[config.mk]
export PLATFORM = sky130hd
export DESIGN_NAME = cb_rd_arbiter
export DESIGN_NICKNAME = d
export VERILOG_FILES = /design/src/rtl/cb_rd_arbiter_pkg.sv /design/src/rtl/cb_rd_arbiter_id_fifo.sv /design/src/rtl/cb_rd_arbiter.sv
export SDC_FILE = /design/constraint.sdc
export NUM_CORES = 1
export LEC_CHECK = 0
export CORE_AREA = 2 2 173 175
export CTS_BUF_LIST = sky130_fd_sc_hd__clkbuf_4
export CTS_CLUSTER_DIAMETER = 30
export DETAILED_ROUTE_END_ITERATION = 12
export DIE_AREA = 0 0 175 177
export PLACE_DENSITY = 0.46
export SYNTH_ARGS = -nofsm -noshare
export SYNTH_HDL_FRONTEND = slang
export SYNTH_HIERARCHICAL = 1
export SYNTH_SLANG_ARGS = --single-unit
[constraint.sdc]
create_clock -name clk -period 4 [get_ports clk]
set_clock_uncertainty 0.05 [all_clocks]
set_input_delay 0.6 -clock clk [delete_from_list [all_inputs] [get_ports clk]]
set_output_delay 0.6 -clock clk [all_outputs]
set_load 0.03 [all_outputs]
[src/rtl/cb_rd_arbiter_pkg.sv]
`default_nettype none
//==============================================================================
// cb_rd_arbiter_pkg - core-bus types shared by the read arbiter slice. Rev 1.0
//==============================================================================
package cb_rd_arbiter_pkg;

  typedef enum logic {CB_MST_INSTR = 1'b0, CB_MST_LSU = 1'b1} cb_mst_id_t;

  typedef enum logic {ST_UNLOCKED = 1'b0, ST_LOCKED = 1'b1} arb_state_t;

  localparam int CB_ARB_MAX_OUTST_DEF = 4;

  typedef struct packed {
    logic [31:0] rd_addr;
    logic [1:0]  rd_size;
    logic        rd_addr_valid;
    logic        rd_ready;
    logic [31:0] wr_addr;
    logic [1:0]  wr_size;
    logic        wr_addr_valid;
    logic [31:0] wr_data;
    logic [3:0]  wr_strobe;
    logic        wr_data_valid;
    logic        wr_resp_ready;
  } s_cb_mosi_t;

  typedef struct packed {
    logic        rd_addr_ready;
    logic [31:0] rd_data;
    logic [1:0]  rd_resp;
    logic        rd_valid;
    logic        wr_addr_ready;
    logic        wr_data_ready;
    logic        wr_resp_valid;
    logic        wr_resp_error;
  } s_cb_miso_t;

  function automatic cb_mst_id_t other_mst(input cb_mst_id_t id);
    return (id == CB_MST_INSTR) ? CB_MST_LSU : CB_MST_INSTR;
  endfunction

endpackage
`default_nettype wire

[src/rtl/cb_rd_arbiter_id_fifo.sv]
`default_nettype none
//==============================================================================
// cb_id_fifo - small FIFO holding the issuer ID of each outstanding read. Rev 1.0
//==============================================================================
module cb_id_fifo #(
  parameter int DEPTH = 4,
  parameter int WIDTH = 1
) (
  input  logic             clk,
  input  logic             rst,
  input  logic             push,
  input  logic             pop,
  input  logic [WIDTH-1:0] din,
  output logic [WIDTH-1:0] dout,
  output logic             full,
  output logic             empty
);

  localparam int PTR_W = $clog2(DEPTH);
  localparam int CNT_W = PTR_W + 1;

  logic [WIDTH-1:0] mem [DEPTH];
  logic [PTR_W-1:0] wr_ptr;
  logic [PTR_W-1:0] rd_ptr;
  logic [CNT_W-1:0] count;
  logic             do_push;
  logic             do_pop;

  assign full    = (count == CNT_W'(DEPTH));
  assign empty   = (count == '0);
  assign do_push = push & ~full;
  assign do_pop  = pop & ~empty;
  assign dout    = mem[rd_ptr];

  always_ff @(posedge clk) begin
    if (do_push) mem[wr_ptr] <= din;
  end

  // DEPTH is a power of two, so pointers wrap naturally.
  always_ff @(posedge clk) begin
    if (rst) begin
      wr_ptr <= '0;
      rd_ptr <= '0;
      count  <= '0;
    end else begin
      if (do_push) wr_ptr <= wr_ptr + PTR_W'(1);
      if (do_pop)  rd_ptr <= rd_ptr + PTR_W'(1);
      if (do_push && !do_pop)      count <= count + CNT_W'(1);
      else if (do_pop && !do_push) count <= count - CNT_W'(1);
    end
  end

endmodule
`default_nettype wire

[src/rtl/cb_rd_arbiter.sv]
`default_nettype none
//==============================================================================
// cb_rd_arbiter - fetch/LSU read arbiter with in-order response routing. Rev 1.0
//==============================================================================
module cb_rd_arbiter
  import cb_rd_arbiter_pkg::*;
#(
  parameter int MAX_OUTSTANDING = CB_ARB_MAX_OUTST_DEF,
  parameter bit FIXED_PRIO      = 1'b0
) (
  input  logic       clk,
  input  logic       rst,
  input  s_cb_mosi_t instr_mosi_i,
  output s_cb_miso_t instr_miso_o,
  input  s_cb_mosi_t lsu_mosi_i,
  output s_cb_miso_t lsu_miso_o,
  output s_cb_mosi_t cb_mosi_o,
  input  s_cb_miso_t cb_miso_i,
  output logic       rd_unexp_o
);

  arb_state_t state, state_nxt;
  cb_mst_id_t lock_gnt, lock_gnt_nxt;
  cb_mst_id_t last, last_nxt;
  cb_mst_id_t gnt;
  cb_mst_id_t head;
  logic       rst_q;
  logic       blk;
  logic       req_i, req_l;
  logic       gnt_valid;
  logic       addr_hs;
  logic       rd_ready;
  logic       fifo_pop;
  logic       fifo_full, fifo_empty;
  logic [0:0] fifo_dout;
  logic       unused_instr_wr;

  // Handshake outputs stay quiet during reset and for one cycle after it.
  always_ff @(posedge clk) rst_q <= rst;
  assign blk = rst | rst_q;

  assign req_i = instr_mosi_i.rd_addr_valid;
  assign req_l = lsu_mosi_i.rd_addr_valid;

  always_ff @(posedge clk) begin
    if (rst) begin
      state    <= ST_UNLOCKED;
      lock_gnt <= CB_MST_INSTR;
      last     <= CB_MST_INSTR;
    end else begin
      state    <= state_nxt;
      lock_gnt <= lock_gnt_nxt;
      last     <= last_nxt;
    end
  end

  always_comb begin
    gnt          = CB_MST_INSTR;
    state_nxt    = state;
    lock_gnt_nxt = lock_gnt;
    last_nxt     = last;
    if (state == ST_LOCKED)  gnt = lock_gnt;
    else if (req_i && req_l) gnt = FIXED_PRIO ? CB_MST_LSU : other_mst(last);
    else if (req_l)          gnt = CB_MST_LSU;
    gnt_valid = ((gnt == CB_MST_LSU) ? req_l : req_i) & ~fifo_full & ~blk;
    addr_hs   = gnt_valid & cb_miso_i.rd_addr_ready;
    if (addr_hs) begin
      state_nxt = ST_UNLOCKED;
      last_nxt  = gnt;
    end else if (gnt_valid) begin
      // Address was offered but not taken: hold this grant until it is.
      state_nxt    = ST_LOCKED;
      lock_gnt_nxt = gnt;
    end
  end

  assign head     = cb_mst_id_t'(fifo_dout);
  assign rd_ready = fifo_empty ? 1'b1
                  : ((head == CB_MST_LSU) ? lsu_mosi_i.rd_ready : instr_mosi_i.rd_ready);
  assign fifo_pop   = ~fifo_empty & cb_miso_i.rd_valid & rd_ready;
  assign rd_unexp_o = fifo_empty & cb_miso_i.rd_valid;

  cb_id_fifo #(
    .DEPTH (MAX_OUTSTANDING),
    .WIDTH (1)
  ) u_id_fifo (
    .clk   (clk),
    .rst   (rst),
    .push  (addr_hs),
    .pop   (fifo_pop),
    .din   (gnt),
    .dout  (fifo_dout),
    .full  (fifo_full),
    .empty (fifo_empty)
  );

  always_comb begin
    cb_mosi_o    = '0;
    instr_miso_o = '0;
    lsu_miso_o   = '0;

    cb_mosi_o.rd_addr       = (gnt == CB_MST_LSU) ? lsu_mosi_i.rd_addr : instr_mosi_i.rd_addr;
    cb_mosi_o.rd_size       = (gnt == CB_MST_LSU) ? lsu_mosi_i.rd_size : instr_mosi_i.rd_size;
    cb_mosi_o.rd_addr_valid = gnt_valid;
    cb_mosi_o.rd_ready      = rd_ready;
    instr_miso_o.rd_addr_ready = gnt_valid & (gnt == CB_MST_INSTR) & cb_miso_i.rd_addr_ready;
    lsu_miso_o.rd_addr_ready   = gnt_valid & (gnt == CB_MST_LSU) & cb_miso_i.rd_addr_ready;

    if (!fifo_empty && !blk) begin
      if (head == CB_MST_LSU) begin
        lsu_miso_o.rd_valid = cb_miso_i.rd_valid;
        lsu_miso_o.rd_data  = cb_miso_i.rd_data;
        lsu_miso_o.rd_resp  = cb_miso_i.rd_resp;
      end else begin
        instr_miso_o.rd_valid = cb_miso_i.rd_valid;
        instr_miso_o.rd_data  = cb_miso_i.rd_data;
        instr_miso_o.rd_resp  = cb_miso_i.rd_resp;
      end
    end

    cb_mosi_o.wr_addr       = lsu_mosi_i.wr_addr;
    cb_mosi_o.wr_size       = lsu_mosi_i.wr_size;
    cb_mosi_o.wr_addr_valid = lsu_mosi_i.wr_addr_valid & ~blk;
    cb_mosi_o.wr_data       = lsu_mosi_i.wr_data;
    cb_mosi_o.wr_strobe     = lsu_mosi_i.wr_strobe;
    cb_mosi_o.wr_data_valid = lsu_mosi_i.wr_data_valid & ~blk;
    cb_mosi_o.wr_resp_ready = lsu_mosi_i.wr_resp_ready;
    lsu_miso_o.wr_addr_ready = cb_miso_i.wr_addr_ready & ~blk;
    lsu_miso_o.wr_data_ready = cb_miso_i.wr_data_ready & ~blk;
    lsu_miso_o.wr_resp_valid = cb_miso_i.wr_resp_valid & ~blk;
    lsu_miso_o.wr_resp_error = cb_miso_i.wr_resp_error;
  end

  // Fetch never writes.
  assign unused_instr_wr = ^{instr_mosi_i.wr_addr, instr_mosi_i.wr_size,
                             instr_mosi_i.wr_addr_valid, instr_mosi_i.wr_data,
                             instr_mosi_i.wr_strobe, instr_mosi_i.wr_data_valid,
                             instr_mosi_i.wr_resp_ready};

`ifndef SYNTHESIS
  a_locked_req_held: assert property (@(posedge clk) disable iff (rst)
    (state == ST_LOCKED) |-> ((lock_gnt == CB_MST_LSU) ? req_l : req_i));
`endif

endmodule
`default_nettype wire

==> results of run 1 <==
stage by stage:
stage / worst slack, ns / instance area [um2] / total power (uW) / utilization [%] / hold WS [ns]
detailed placement: 0.4053 / 4695 / 733.9 / 16.05 / 0.4769
global placement: 0.3930 / 4695 / 734.3 / 16.05 / 0.4711
floorplan: 1.244 / 2491 / 608.1 / - / 0.4347
global route: 0.5059 / 4722 / 868.1 / 16.15 / 0.5347
finish: 0.6195 / 4722 / 817.0 / 16.15 / 0.4904
CTS: 0.5931 / 4722 / 832.6 / 16.15 / 0.5003
Yosys cell counts (3+ instances only):
library cell / number / share of area [%]
inv_1: 7 / 1.1
xor2_1: 4 / 1.4
edfxtp_1: 4 / 4.8
mux2_2: 33 / 15
clkbuf_1: 4 / 0.61
ha_1: 5 / 2.5
buf_4: 79 / 24
and2_1: 81 / 20
a21oi_1: 3 / 0.61
clkbuf_2: 3 / 0.61
dfxtp_1: 13 / 10
nor2_1: 7 / 1.1
o21ai_0: 3 / 0.61
buf_6: 3 / 1.4
cells by family after synthesis:
kind of cell / after synthesis
AND/OR/NAND/NOR: 108
adder cells (fa/ha/maj): 6
buffers and inverters: 97
XOR/XNOR: 4
other: 1
AO/OA/AOI/OAI: 18
flip-flops: 17
multiplexers: 37
routing by layer:
layer	GRT usage, %	up-vias	wire length (um)
met5	0	-	0
li1	-	1170	-
met3	2.706	10	1269
met2	8.284	198	3940
met1	5.623	1066	3327
met4	1.250	0	116
power breakdown:
part,internal [uW],switching [uW]
Combinational,278,247
Sequential,185,15.7
Clock,37.2,54.5
layout make-up:
| type | count | area [um2] |
|---|---|---|
| clock inverter | 1 | 5.005 |
| fill | 3299 | 24520 |
| sequential | 17 | 380.4 |
| multi-input combinational | 177 | 1423 |
| clock buffer | 3 | 22.52 |
| tap | 390 | 488.0 |
| inverter | 8 | 31.28 |
| timing repair buffer | 234 | 2372 |
critical path: stages:
cell and delay, ns:
clkdlybuf4s50_1 0.55, nand2_1 0.11, a22oi_4 0.20, buf_12 0.24, mux2_2 0.39, clkdlybuf4s50_1 0.60
path summary, 6_finish.rpt:
kind	start	to	slack [ns]	depth (start not counted)
worst max-delay path	instr_mosi_i[74]	cb_mosi_o[82]	0.62	6
worst min-delay path	u_id_fifo/wr_ptr[0]$_SDFFE_PP0P_	u_id_fifo/wr_ptr[0]$_SDFFE_PP0P_	0.49	2
worst max register to register	u_id_fifo/count[0]$_SDFFE_PP0P_	u_id_fifo/count[2]$_SDFFE_PP0P_	0.88	12
worst min register to register	u_id_fifo/wr_ptr[0]$_SDFFE_PP0P_	u_id_fifo/wr_ptr[0]$_SDFFE_PP0P_	0.49	2
cell usage in the layout (no fill, tap or decap), types with 2 or more instances in the layout:
cell type / synthesis / final
ha_1: 5 / 5
o21ai_0: 3 / 3
clkdlybuf4s50_1: 0 / 226
a211o_1: 2 / 2
and3_1: 2 / 2
buf_12: 0 / 4
a211oi_1: 2 / 2
buf_4: 79 / 4
or3_1: 2 / 2
and2_1: 81 / 81
xor2_1: 4 / 4
conb_1: 1 / 4
dfxtp_1: 13 / 13
nand2b_1: 2 / 2
nor2_1: 7 / 7
inv_1: 7 / 7
mux2_2: 33 / 33
edfxtp_1: 4 / 4
mux2i_1: 2 / 2
a21oi_1: 3 / 3
o21bai_1: 2 / 2
nor3b_1: 2 / 2
clkbuf_4: 0 / 3
==> key figures, run 1 <==
Route
  • # DRC: 0
  • DR WL/cell: 10.43 um
  • Vias per inst: 2.945
  • Starting DRT DRC Count: 35
  • Via count: 2,444
  • Drt pass-1 iters: 4
  • DRT Wirelength: 8.654 mm
  • Routed Antenna Nets: 0

Synthesis
  • Synth Warn #: 6
  • Seq cells post-synth: 17
  • Synth Area in Simple Gates: 28.91%
  • Post-synth cell types: 45
  • Post-Syn Area: 0.002480 mm2
  • Post-synth top flop: dfxtp_1
  • Syn Area/Cell: 8.611 um2
  • Post-synthesis async set-or-reset flop share: 0%
  • Adder-cell share of the synthesized area: 3.330%
  • Compound-gate portion of the synthesized area: 5.954%
  • Seq/Total Area, Yosys: 15.34%
  • Largest family of logic cells by synthesized area: simple AND/OR/NAND/NOR gates
  • Syn Inst Count: 288
  • Post-Synth XOR/XNOR Area: 1.413%
  • EDFF count, synth: 4
  • Mux contribution to synthesized area: 17.15%

CTS
  • Postcts setup bufs: 0
  • Cts bufs inserted: 3
  • Count of hold-fix buffers inserted at cts: 0
  • H-tree levels: 1
  • CTS root buf: clkbuf_4
  • CTS Sinks: 17
  • TritonCTS clock tree: done
  • CTS resizes: 0
  • CTS Buffer Depth: 2
  • Clk pin slew, worst setup/hold paths: 0.09 ns
  • Clock Latency Late Sink: 0.29 ns

Floorplanning
  • Core area: 0.02924 mm2
  • Rows: 63
  • Die width: 175 um
  • Initial Utilization: 8.480%
  • Top Ports: 450
  • Full die area: 0.03098 mm2
  • Die height: 177 um

Global routing
  • Largest net degree at the start of global routing: 36
  • Initial antenna violation count: 0
  • All-Layer GR Usage: 5.006%
  • GR Overflow Total: 0
  • Number of global-route vias before repair: 2,362
  • First-pass GRT wire length: 12.41 mm

STA
  • Endpoints failing hold: 0
  • Setup violations, final: 0
  • Unrepaired setup endpoints after global routing: no
  • Fin crit share: 84.51%
  • Final min period: 3.380 ns
  • Highest clock rate: 0.2958 GHz
  • Max Slew Vio Count: 0
  • Setup TNS: 0 ns

Placed design
  • GPL Wtd Cong: 0.6819
  • DP Wirelength: 7.211 mm
  • Port Buffers: 228
  • DP Cell Count: 826

Worst hold path
  • HP Class: reg2reg

Cells and area
  • Nets: 707
  • Area Growth Syn to Fin: 90.41%
  • Share of cells above drive strength 1: 12.50%
  • Fin cells: 830
  • Antenna Cells: 0

Setup path
  • Worst Setup End Kind: primary output
  • Max Fanout on Critical Path: 35
  • Startpoint types: input port
  • Worst path required time: 3.35 ns
  • CP arrival: 2.73 ns
  • Critical path class: in2out

Pwr
  • Power per cell area: 173.0 mW/mm2
  • P_leak: 0.001664 uW
  • Peak supply drop: 0.07807 mV

Job
  • Max-cap violations: 0

Outcome
  • Status: complete, no violations
No activity file was read; power rests on OpenSTA's default activity.
==> run 2, diff against run 1 <==
- CORE_AREA: 2 2 173 175 -> 2 2 176 178
- DIE_AREA: 0 0 175 177 -> 0 0 178 180
- clock period: 4 -> 2.85 ns (I/O delays scaled with it)
==> key figures, run 2 (same netlist as run 1, synthesis figures left out) <==
Setup path
  • Worst path required time: 3.03 ns (-0.32 ns)
  • Worst r2r path cells: 10 (-2)
  • CP arrival: 2.95 ns (+0.22 ns)
  • Worst Setup End Kind: flip-flop
  • Max Fanout on Critical Path: 2 (-94%)
  • Critical path class: reg2reg
  • Startpoint types: flip-flop

STA
  • Unrepaired setup endpoints after global routing: yes
  • Setup violations, final: 0 (unchanged)
  • Highest clock rate: 0.3603 GHz
  • Hold_ws: 0.4957 ns (+0.005290 ns)
  • Endpoints failing hold: 0 (unchanged)
  • Fin crit share: 97.39%
  • Final min period: 2.776 ns
  • Max Slew Vio Count: 0 (unchanged)

Route
  • Routed Antenna Nets: 0 (unchanged)
  • Drt pass-1 iters: 4 (unchanged)
  • # DRC: 0 (unchanged)
  • DRT Wirelength: 9.877 mm (+14%)
  • DR WL/cell: 11.31 um (+8.5%)
  • Starting DRT DRC Count: 43 (+23%)
  • Vias per inst: 2.989 (+1.5%)
  • Via count: 2,609 (+6.8%)

Cells and area
  • Filler cell count: 3,382 (+2.5%)
  • Commonest cells after routing, fill and taps aside: buf_4 (117), clkdlybuf4s50_1 (114), and2_1 (80)
  • Util after Layout: 15.96% (-0.18 points)
  • Register area: 384.1 um2 (+0.99%)
  • Share of cells above drive strength 1: 43.70% (+31 points)
  • Nets: 743 (+5.1%)
  • Commonest non-fill, non-tap cell in the layout: buf_4
  • Fin cells: 873 (+5.2%)
  • Area Growth Syn to Fin: 94.35%
  • Multi-input logic area: 0.001444 mm2 (+1.5%)

CTS
  • Clk pin slew, worst setup/hold paths: 0.10 ns (about the same)
  • CTS root buf: clkbuf_4
  • CTS Sinks: 17 (unchanged)
  • CTS Buffer Depth: 2 (unchanged)
  • TritonCTS clock tree: done
  • Cts bufs inserted: 3 (unchanged)
  • H-tree levels: 1 (unchanged)
  • Clock Latency Late Sink: 0.28 ns (about the same)
  • Count of hold-fix buffers inserted at cts: 0 (unchanged)

Floorplanning
  • Core area: 0.03019 mm2 (+3.2%)
  • Full die area: 0.03204 mm2 (+3.4%)
  • Die width: 178 um (+1.7%)
  • Rows: 64 (+1.6%)
  • Top Ports: 450 (unchanged)
  • Die height: 180 um (+1.7%)
  • Initial Utilization: 8.215% (-0.27 points)

Pwr
  • Peak supply drop: 0.1075 mV (+38%)
  • P_leak: 0.002057 uW (+24%)
  • Pwr Total: 1202 uW (+47%)
  • Power per cell area: 249.5 mW/mm2 (+44%)

Global routing
  • Initial antenna violation count: 1 (+1)
  • Number of global-route vias before repair: 2,466 (+4.4%)
  • GR Overflow Total: 0 (unchanged)
  • First-pass GRT wire length: 12.70 mm (+2.3%)
  • Largest net degree at the start of global routing: 36 (unchanged)
  • All-Layer GR Usage: 4.975% (-0.032 points)

Placed design
  • DP Wirelength: 7.708 mm (+6.9%)
  • Port Buffers: 228 (unchanged)
  • GPL Wtd Cong: 0.6490 (-4.8%)
  • DP Cell Count: 854 (+3.4%)

Worst hold path
  • HP Class: reg2reg
  • Hold Path Cell Cnt: 2 (unchanged)

Outcome
  • Status: complete, no violations

Job
  • Max-cap violations: 0 (unchanged)
==> run 2: layout make-up <==
cell class | instances | area share [%]
tap | 396 | 10.28
clock buffer | 3 | 0.4673
clock inverter | 1 | 0.1038
antenna | 1 | 0.05192
timing repair buffer | 270 | 50.47
inverter | 8 | 0.7009
multi-input combinational | 177 | 29.96
sequential | 17 | 7.970
==> run 2: path summary, 6_finish.rpt <==
check,slack (ns),to,start
max,0.07,u_id_fifo/count[2]$_SDFFE_PP0P_,u_id_fifo/mem[0]$_DFFE_PP_
min,0.50,u_id_fifo/wr_ptr[0]$_SDFFE_PP0P_,u_id_fifo/wr_ptr[0]$_SDFFE_PP0P_
max reg2reg,0.07,u_id_fifo/count[2]$_SDFFE_PP0P_,u_id_fifo/mem[0]$_DFFE_PP_
min reg2reg,0.50,u_id_fifo/wr_ptr[0]$_SDFFE_PP0P_,u_id_fifo/wr_ptr[0]$_SDFFE_PP0P_
==> run 2: layer usage <==
layer,vias up,GRT usage [%],part of all wire (%)
met5,-,0,0
met3,18,2.623,15
met4,0,1.082,1.2
met1,1134,5.359,39
met2,206,8.574,45
li1,1251,-,-
==> run 2: per-stage QoR <==
| step | setup TNS, ns | setup WS [ns] | cell area (um2) |
|---|---|---|---|
| floorplan | 0 | 0.09392 | 2491 |
| global placement | -4.688 | -0.2982 | 4690 |
| detailed placement | -4.584 | -0.3327 | 4690 |
| CTS | 0 | 0.009436 | 4722 |
| global route | -0.07774 | -0.07513 | 4820 |
| finish | 0 | 0.07427 | 4820 |
==> run 2: repair_timing <==
item,4_1_cts,5_1_grt
resized for setup,30,54
gates cloned,0,4
setup buffers,2,8
pin swaps,3,5
endpoints found under the setup margin,25,66
==> run 2: critical path, cell delays in order, from the launching register on <==
cell and delay, ns:
edfxtp_1 0.38, mux4_2 0.50, a211o_1 0.29, and3b_2 0.24, o31ai_4 0.07, ha_2 0.22
inv_1 0.05, fa_2 0.33, xor2_1 0.17, or3_1 0.31, a21oi_1 0.12
==> run 2: power breakdown <==
part	switching, uW	internal, uW
registers	15.7	260
logic	384	416
clock network	74.8	52.0
==> run 3, diff against run 2 <==
- GPL_ROUTABILITY_DRIVEN: unset -> 1
==> results of run 3 <==
Final layout, timing and power as in run 2 (identical DEF).
